`config.mk`:
```
export PLATFORM = sky130hd
export DESIGN_NAME = alu_arbiter
export DESIGN_NICKNAME = d
export VERILOG_FILES = /design/src/rtl/alu_arb_pkg.sv /design/src/rtl/ALU.sv /design/src/rtl/alu_arb_pick.sv /design/src/rtl/alu_arbiter.sv
export SDC_FILE = /design/constraint.sdc
export NUM_CORES = 1
export LEC_CHECK = 0
export CAP_MARGIN = 30
export CORE_MARGIN = 2
export CORE_UTILIZATION = 49
export CTS_BUF_LIST = sky130_fd_sc_hd__clkbuf_4 sky130_fd_sc_hd__clkbuf_8
export CTS_CLUSTER_DIAMETER = 30
export DETAILED_ROUTE_END_ITERATION = 10
export HOLD_SLACK_MARGIN = 0.06
export PLACE_DENSITY = 0.81
export SYNTH_ARGS = -nofsm -noshare
export SYNTH_HDL_FRONTEND = slang
export SYNTH_SLANG_ARGS = --single-unit
export TNS_END_PERCENT = 20
```
`constraint.sdc`:
```
create_clock -name clk -period 14.6 [get_ports clk]
set_input_delay 2.92 -clock clk [delete_from_list [all_inputs] [get_ports clk]]
set_output_delay 2.92 -clock clk [all_outputs]
set_load 0.05 [all_outputs]
```
`src/rtl/alu_arb_pkg.sv`:
```
// alu_arb_pkg: shared state encoding, field widths and flag bit positions for alu_arbiter.
package alu_arb_pkg;
  localparam logic [1:0] S_IDLE = 2'd0;
  localparam logic [1:0] S_EXEC = 2'd1;
  localparam logic [1:0] S_RESP = 2'd2;
  localparam int OP_W = 2;
  localparam int CMD_W = 4;
  localparam int FLAG_W = 4;
  localparam int FLAG_N = 3;
  localparam int FLAG_Z = 2;
  localparam int FLAG_C = 1;
  localparam int FLAG_V = 0;
endpackage

```
`src/rtl/ALU.sv`:
```
// ALU: combinational ALU; OP shifts B by one (0 none, 1 LSL, 2 LSR, 3 ASR), cmd uses ARM opcode numbering
// without carry-in (ADC/SBC/RSC act as ADD/SUB/RSB, TST/TEQ/CMP/CMN return their AND/EOR/SUB/ADD result).
module ALU
  import alu_arb_pkg::*;
#(
  parameter int W = 32
) (
  input  logic [W-1:0]      Aport,
  input  logic [W-1:0]      Bport,
  input  logic [OP_W-1:0]   OP,
  input  logic [CMD_W-1:0]  cmd,
  output logic [W-1:0]      ALU_out,
  output logic [FLAG_W-1:0] flags
);
  logic [W-1:0] b_sh, x, y, yy, lg;
  logic [W:0] sum;
  logic sub, rev, arith;
  always_comb begin
    b_sh = OP == 2'd1 ? {Bport[W-2:0], 1'b0} :
           OP == 2'd2 ? {1'b0, Bport[W-1:1]} :
           OP == 2'd3 ? {Bport[W-1], Bport[W-1:1]} : Bport;
    sub = cmd inside {4'd2, 4'd3, 4'd6, 4'd7, 4'd10};
    arith = sub | (cmd inside {4'd4, 4'd5, 4'd11});
    rev = cmd inside {4'd3, 4'd7};
    x = rev ? b_sh : Aport;
    y = rev ? Aport : b_sh;
    yy = sub ? ~y : y;
    sum = {1'b0, x} + {1'b0, yy} + (W + 1)'(sub);
    lg = cmd[3:2] == 2'b11 ? (cmd[1:0] == 2'd0 ? Aport | b_sh :
                              cmd[1:0] == 2'd1 ? b_sh :
                              cmd[1:0] == 2'd2 ? Aport & ~b_sh : ~b_sh) :
         cmd[0] ? Aport ^ b_sh : Aport & b_sh;
    ALU_out = arith ? sum[W-1:0] : lg;
    flags = '0;
    flags[FLAG_N] = ALU_out[W-1];
    flags[FLAG_Z] = ALU_out == '0;
    // C is carry-out for add and no-borrow for subtract; logic ops clear C and V
    flags[FLAG_C] = arith & sum[W];
    flags[FLAG_V] = arith & (x[W-1] == yy[W-1]) & (sum[W-1] != x[W-1]);
  end
endmodule

```
`src/rtl/alu_arb_pick.sv`:
```
// alu_arb_pick: one-hot picker, grants the first set request searching upward from ptr modulo N.
module alu_arb_pick #(
  parameter int N = 2,
  parameter int IW = $clog2(N)
) (
  input  logic [N-1:0]  req,
  input  logic [IW-1:0] ptr,
  output logic [N-1:0]  gnt,
  output logic [IW-1:0] idx
);
  always_comb begin
    int j;
    j = 0;
    gnt = '0;
    idx = '0;
    // scan from farthest to nearest so the nearest set bit is the final write
    for (int k = N - 1; k >= 0; k--) begin
      j = (int'(ptr) + k) % N;
      if (req[j]) begin
        gnt = N'(1) << j;
        idx = IW'(j);
      end
    end
  end
endmodule

```
`src/rtl/alu_arbiter.sv`:
```
// alu_arbiter: shares one ALU among N_REQ requesters with valid/ready handshakes (IDLE->EXEC->RESP).
// Define ALU_ARB_RR_EN for round-robin arbitration; otherwise the lowest requester index wins.
module alu_arbiter
  import alu_arb_pkg::*;
#(
  parameter int N_REQ = 2,
  parameter int DW = 32
) (
  input  logic                    clk,
  input  logic                    rst,
  input  logic [N_REQ-1:0]        req_valid,
  output logic [N_REQ-1:0]        req_ready,
  input  logic [N_REQ*DW-1:0]     req_a,
  input  logic [N_REQ*DW-1:0]     req_b,
  input  logic [N_REQ*OP_W-1:0]   req_op,
  input  logic [N_REQ*CMD_W-1:0]  req_cmd,
  output logic [N_REQ-1:0]        rsp_valid,
  input  logic [N_REQ-1:0]        rsp_ready,
  output logic [DW-1:0]           rsp_result,
  output logic [FLAG_W-1:0]       rsp_flags,
  output logic [FLAG_W-1:0]       last_flags,
  output logic                    busy
);
  localparam int IW = $clog2(N_REQ);
  logic [1:0] state;
  logic [IW-1:0] gnt_idx, ptr, pick_idx;
  logic [N_REQ-1:0] pick_gnt;
  logic [DW-1:0] a_q, b_q, alu_out;
  logic [OP_W-1:0] op_q;
  logic [CMD_W-1:0] cmd_q;
  logic [FLAG_W-1:0] alu_flags;
  alu_arb_pick #(.N(N_REQ), .IW(IW)) u_pick (
    .req(req_valid),
    .ptr(ptr),
    .gnt(pick_gnt),
    .idx(pick_idx)
  );
  ALU #(.W(DW)) u_alu (
    .Aport(a_q),
    .Bport(b_q),
    .OP(op_q),
    .cmd(cmd_q),
    .ALU_out(alu_out),
    .flags(alu_flags)
  );
  assign busy = state != S_IDLE;
  assign req_ready = (state == S_IDLE) ? pick_gnt : '0;
  assign rsp_valid = (state == S_RESP) ? N_REQ'(1) << gnt_idx : '0;
`ifdef ALU_ARB_RR_EN
  always_ff @(posedge clk or posedge rst) begin
    if (rst) ptr <= '0;
    else if (state == S_IDLE && |req_valid) ptr <= (pick_idx == IW'(N_REQ - 1)) ? '0 : pick_idx + 1'b1;
  end
`else
  assign ptr = '0;
`endif
  always_ff @(posedge clk or posedge rst) begin
    if (rst) begin
      state <= S_IDLE;
      gnt_idx <= '0;
      a_q <= '0;
      b_q <= '0;
      op_q <= '0;
      cmd_q <= '0;
      rsp_result <= '0;
      rsp_flags <= '0;
      last_flags <= '0;
    end else if (state == S_IDLE) begin
      if (|req_valid) begin
        state <= S_EXEC;
        gnt_idx <= pick_idx;
        a_q <= req_a[pick_idx*DW +: DW];
        b_q <= req_b[pick_idx*DW +: DW];
        op_q <= req_op[pick_idx*OP_W +: OP_W];
        cmd_q <= req_cmd[pick_idx*CMD_W +: CMD_W];
      end
    end else if (state == S_EXEC) begin
      state <= S_RESP;
      rsp_result <= alu_out;
      rsp_flags <= alu_flags;
      last_flags <= alu_flags;
    end else if (rsp_ready[gnt_idx]) begin
      state <= S_IDLE;
    end
  end
endmodule

```
==> metrics.yaml <==
yosys:
  synthesis.area_sq_mm: 0.0117
  synthFlopType: "dfrtp_1"
  yosysSeqAreaShare_pct: 23.1
  synth_seq_cells: 108
  synth.avg_cell_area_sq_um: 7.92
  async_flop_share_pct: 100
  ys_types: 69
  synth_warnings: 0
  synth_edf_count: 0
  syn-instance-count: 1475
  syn_nets: 1749
clock_tree:
  cts-buffers-inserted: 9
  cts_root_buffer: "clkbuf_8"
  cts_tree: "yes"
  htreeDepth: 3
  clk_path_buf_depth: 2
  cts_setup_buffers: 0
  clock-sinks: 108
  ctsResizeCount: 0
  clk_pin_slew_ns: 0.10
  clock_latency_ns: 0.40
  cts_hold_buf: 0
layout:
  insertedDiodeCount: 0
  fillers: 2161
  drive_above_1_share_pct: 5.67
  nets: 1857
  syn2layout_area_growth_pct: 18.8
timing:
  final.setup_skew_ns: 0.0145
  fin_setup_tns_ns: 0
  setup_violations: 0
  tightest_slew_ns: 0.975
  drv_slew: 0
  min_period_ns: 7.83
  rsz0062_at_grt: "no"
  setup_slack_ns: 6.77
  timing.final.crit_share_pct: 53.7
  hold_violations: 0
  relSlewSlack_pct: 35.0
  max_freq_mhz: 128
critical_path:
  startpoint_type: "primary input"
  endpoint_kind: "output port"
  critPathMaxStageDelay_ns: 0.81
  critical_path.slowest_cell: "clkdlybuf4s50_1"
  path_class: "primary input to output port"
  required_ns: 11.68
  crit_top_cell: "clkdlybuf4s50_1"
  crit_fanout: 13
  crit_chain: "clkdlybuf4s50_1, nor2b_4, and2_1, clkdlybuf4s50_1"
  arrival_ns: 4.91
floorplan:
  rows: 56
  die_h_um: 158
  die-area_sq_mm: 0.0251
  start_util_pct: 49.9
  core_area_sq_mm: 0.0234
  io-pin-count: 191
  chipWidth_um: 158
global_routing:
  grt_pass1_vias: 10100
  grt.overflow.total: 0
  grt_antenna_before_repair: 1
  grt_use_total_pct: 25.7
  grt_max_degree: 122
  grt_pass1_wl_um: 51300
routing:
  wl_per_cell_um: 16.6
  antenna_left: 0
  via_count: 10800
  vias_per_cell: 5.67
  first_pass_iters: 8
  route.detailed.drc: 0
  wl_um: 31600
  detail_route.iter0.violations: 841
min_path:
  hp-class: "register to register"
flow_run:
  maxCapViolCount: 0
placement:
  place.gp.congestion: 0.971
  dp_slack_ns: 6.77
  dp_hpwl_um: 24100
  io_buffers: 190
status:
  outcome: "completed"
==> metrics by stage <==
step / std cells / util (%) / cell area (sq um) / hold WS, ns
floorplan: 1475 / - / 11700 / 0.458
global placement: 1890 / 58.4 / 13700 / 0.459
detailed placement: 1890 / 58.4 / 13700 / 0.462
CTS: 1906 / 59.2 / 13900 / 0.487
global route: 1907 / 59.3 / 13900 / 0.508
finish: 1907 / 59.3 / 13900 / 0.482
==> worst max-delay path, delay by kind of cell <==
kind / cells / cell delay [ns]
and+or+nand+nor: 2 / 0.66
buffers and inverters: 2 / 1.34
==> worst paths after layout <==
check	end	slack [ns]	startpoint	depth (start not counted)
max	req_ready[1]	6.77	req_valid[1]	4
min	rsp_result[14]	0.48	rsp_result[14]	2
max reg2reg	last_flags[2]	8.96	cmd_q[0]	17
min reg2reg	rsp_result[14]	0.48	rsp_result[14]	2
max in group asynchronous	op_q[1]	10.44	rst	3
min in group asynchronous	a_q[1]	2.90	rst	2
==> state kept, by name, summed over array words and instances (netlist names) <==
name	cells
a_q	32
state	2
last_flags	3
cmd_q	4
rsp_result	32
b_q	32
gnt_idx	1
op_q	2
==> layout by cell type (no fill, tap or decap), types with 4 or more instances in the layout <==
cell             synthesis  layout
a211o_1                  5       5
a211oi_1                18      18
a21o_1                  19      19
a21oi_1                 74      74
a221o_1                  4       4
a221oi_1                 4       4
a311oi_1                 6       6
a31o_2                   4       4
a31oi_1                 15      15
and2_1                   7       7
and3_1                   7       7
buf_4                    6      15
clkbuf_8                 0       9
clkdlybuf4s50_1          0     190
dfrtp_1                108     105
ha_1                   127     127
inv_1                   77      76
mux2_2                  21      21
mux2i_1                116     114
mux4_2                  12      12
nand2_1                235     235
nand2b_1                 8       8
nand3_1                 25      25
nand4_1                 10      10
nor2_1                  72      72
nor2b_1                  8       6
nor3_1                  14      14
nor3b_1                  6       6
o211ai_1                 8       8
o21a_1                   7       7
o21ai_0                206     206
o22ai_1                  6       6
o31ai_1                  5       5
or3_1                    5       5
xnor2_1                 69      69
xor2_1                   8       8
==> layer usage <==
layer	wire [um]	track usage (%)	part of all wire (%)	vias up
met1	15300	37.7	48	5020
met2	13500	39.2	43	390
met5	0	0	0	-
met4	431	6.61	1.4	0
met3	2420	4.55	7.6	28
li1	-	-	-	5367
==> synth_stat cells, types with 7 or more instances <==
cell,number,area share [%]
and2_1,7,0.37
o21a_1,7,0.45
mux2_2,21,2.0
clkbuf_1,62,2.0
and3_1,7,0.37
a21oi_1,74,3.2
xnor2_1,69,5.2
o21ai_0,206,8.8
o211ai_1,8,0.51
nand2_1,235,7.6
nor2b_1,8,0.43
nand2b_1,8,0.43
nand3_1,25,1.1
mux4_2,12,2.3
nor2_1,72,2.3
inv_1,77,2.5
mux2i_1,116,9.9
a21o_1,19,1.2
buf_2,15,0.64
xor2_1,8,0.60
nand4_1,10,0.54
buf_1,23,0.74
a211oi_1,18,1.2
a31oi_1,15,0.80
ha_1,127,14
dfrtp_1,108,23
nor3_1,14,0.60
==> cell type report <==
| type | instances | area [sq um] | area share, % |
|---|---|---|---|
| Tap cell | 319 | 399 | 2.88 |
| Clock inverter | 6 | 56.3 | 0.406 |
| Clock buffer | 10 | 131 | 0.947 |
| Multi-Input combinational cell | 1179 | 8250 | 59.4 |
| Timing Repair Buffer | 206 | 2030 | 14.7 |
| Inverter | 79 | 299 | 2.16 |
| Sequential cell | 108 | 2710 | 19.5 |
==> cells by family (layout without fill, tap and decap cells) <==
| group | after synthesis | after routing | share of synthesized area [%] |
|---|---|---|---|
| AOI/OAI and AO/OA | 414 | 414 | 21.2 |
| DFF | 108 | 108 | 23.1 |
| xor gates and xnor gates | 77 | 77 | 5.77 |
| adders and majority gates | 128 | 128 | 13.8 |
| buffers and inverters | 188 | 301 | 6.59 |
| muxes | 149 | 149 | 14.3 |
| and+or+nand+nor | 411 | 411 | 15.3 |
Power is left out: the tool's default activity adds up to more than one toggle a clock period on the data nets, which glitch-free logic cannot reach.
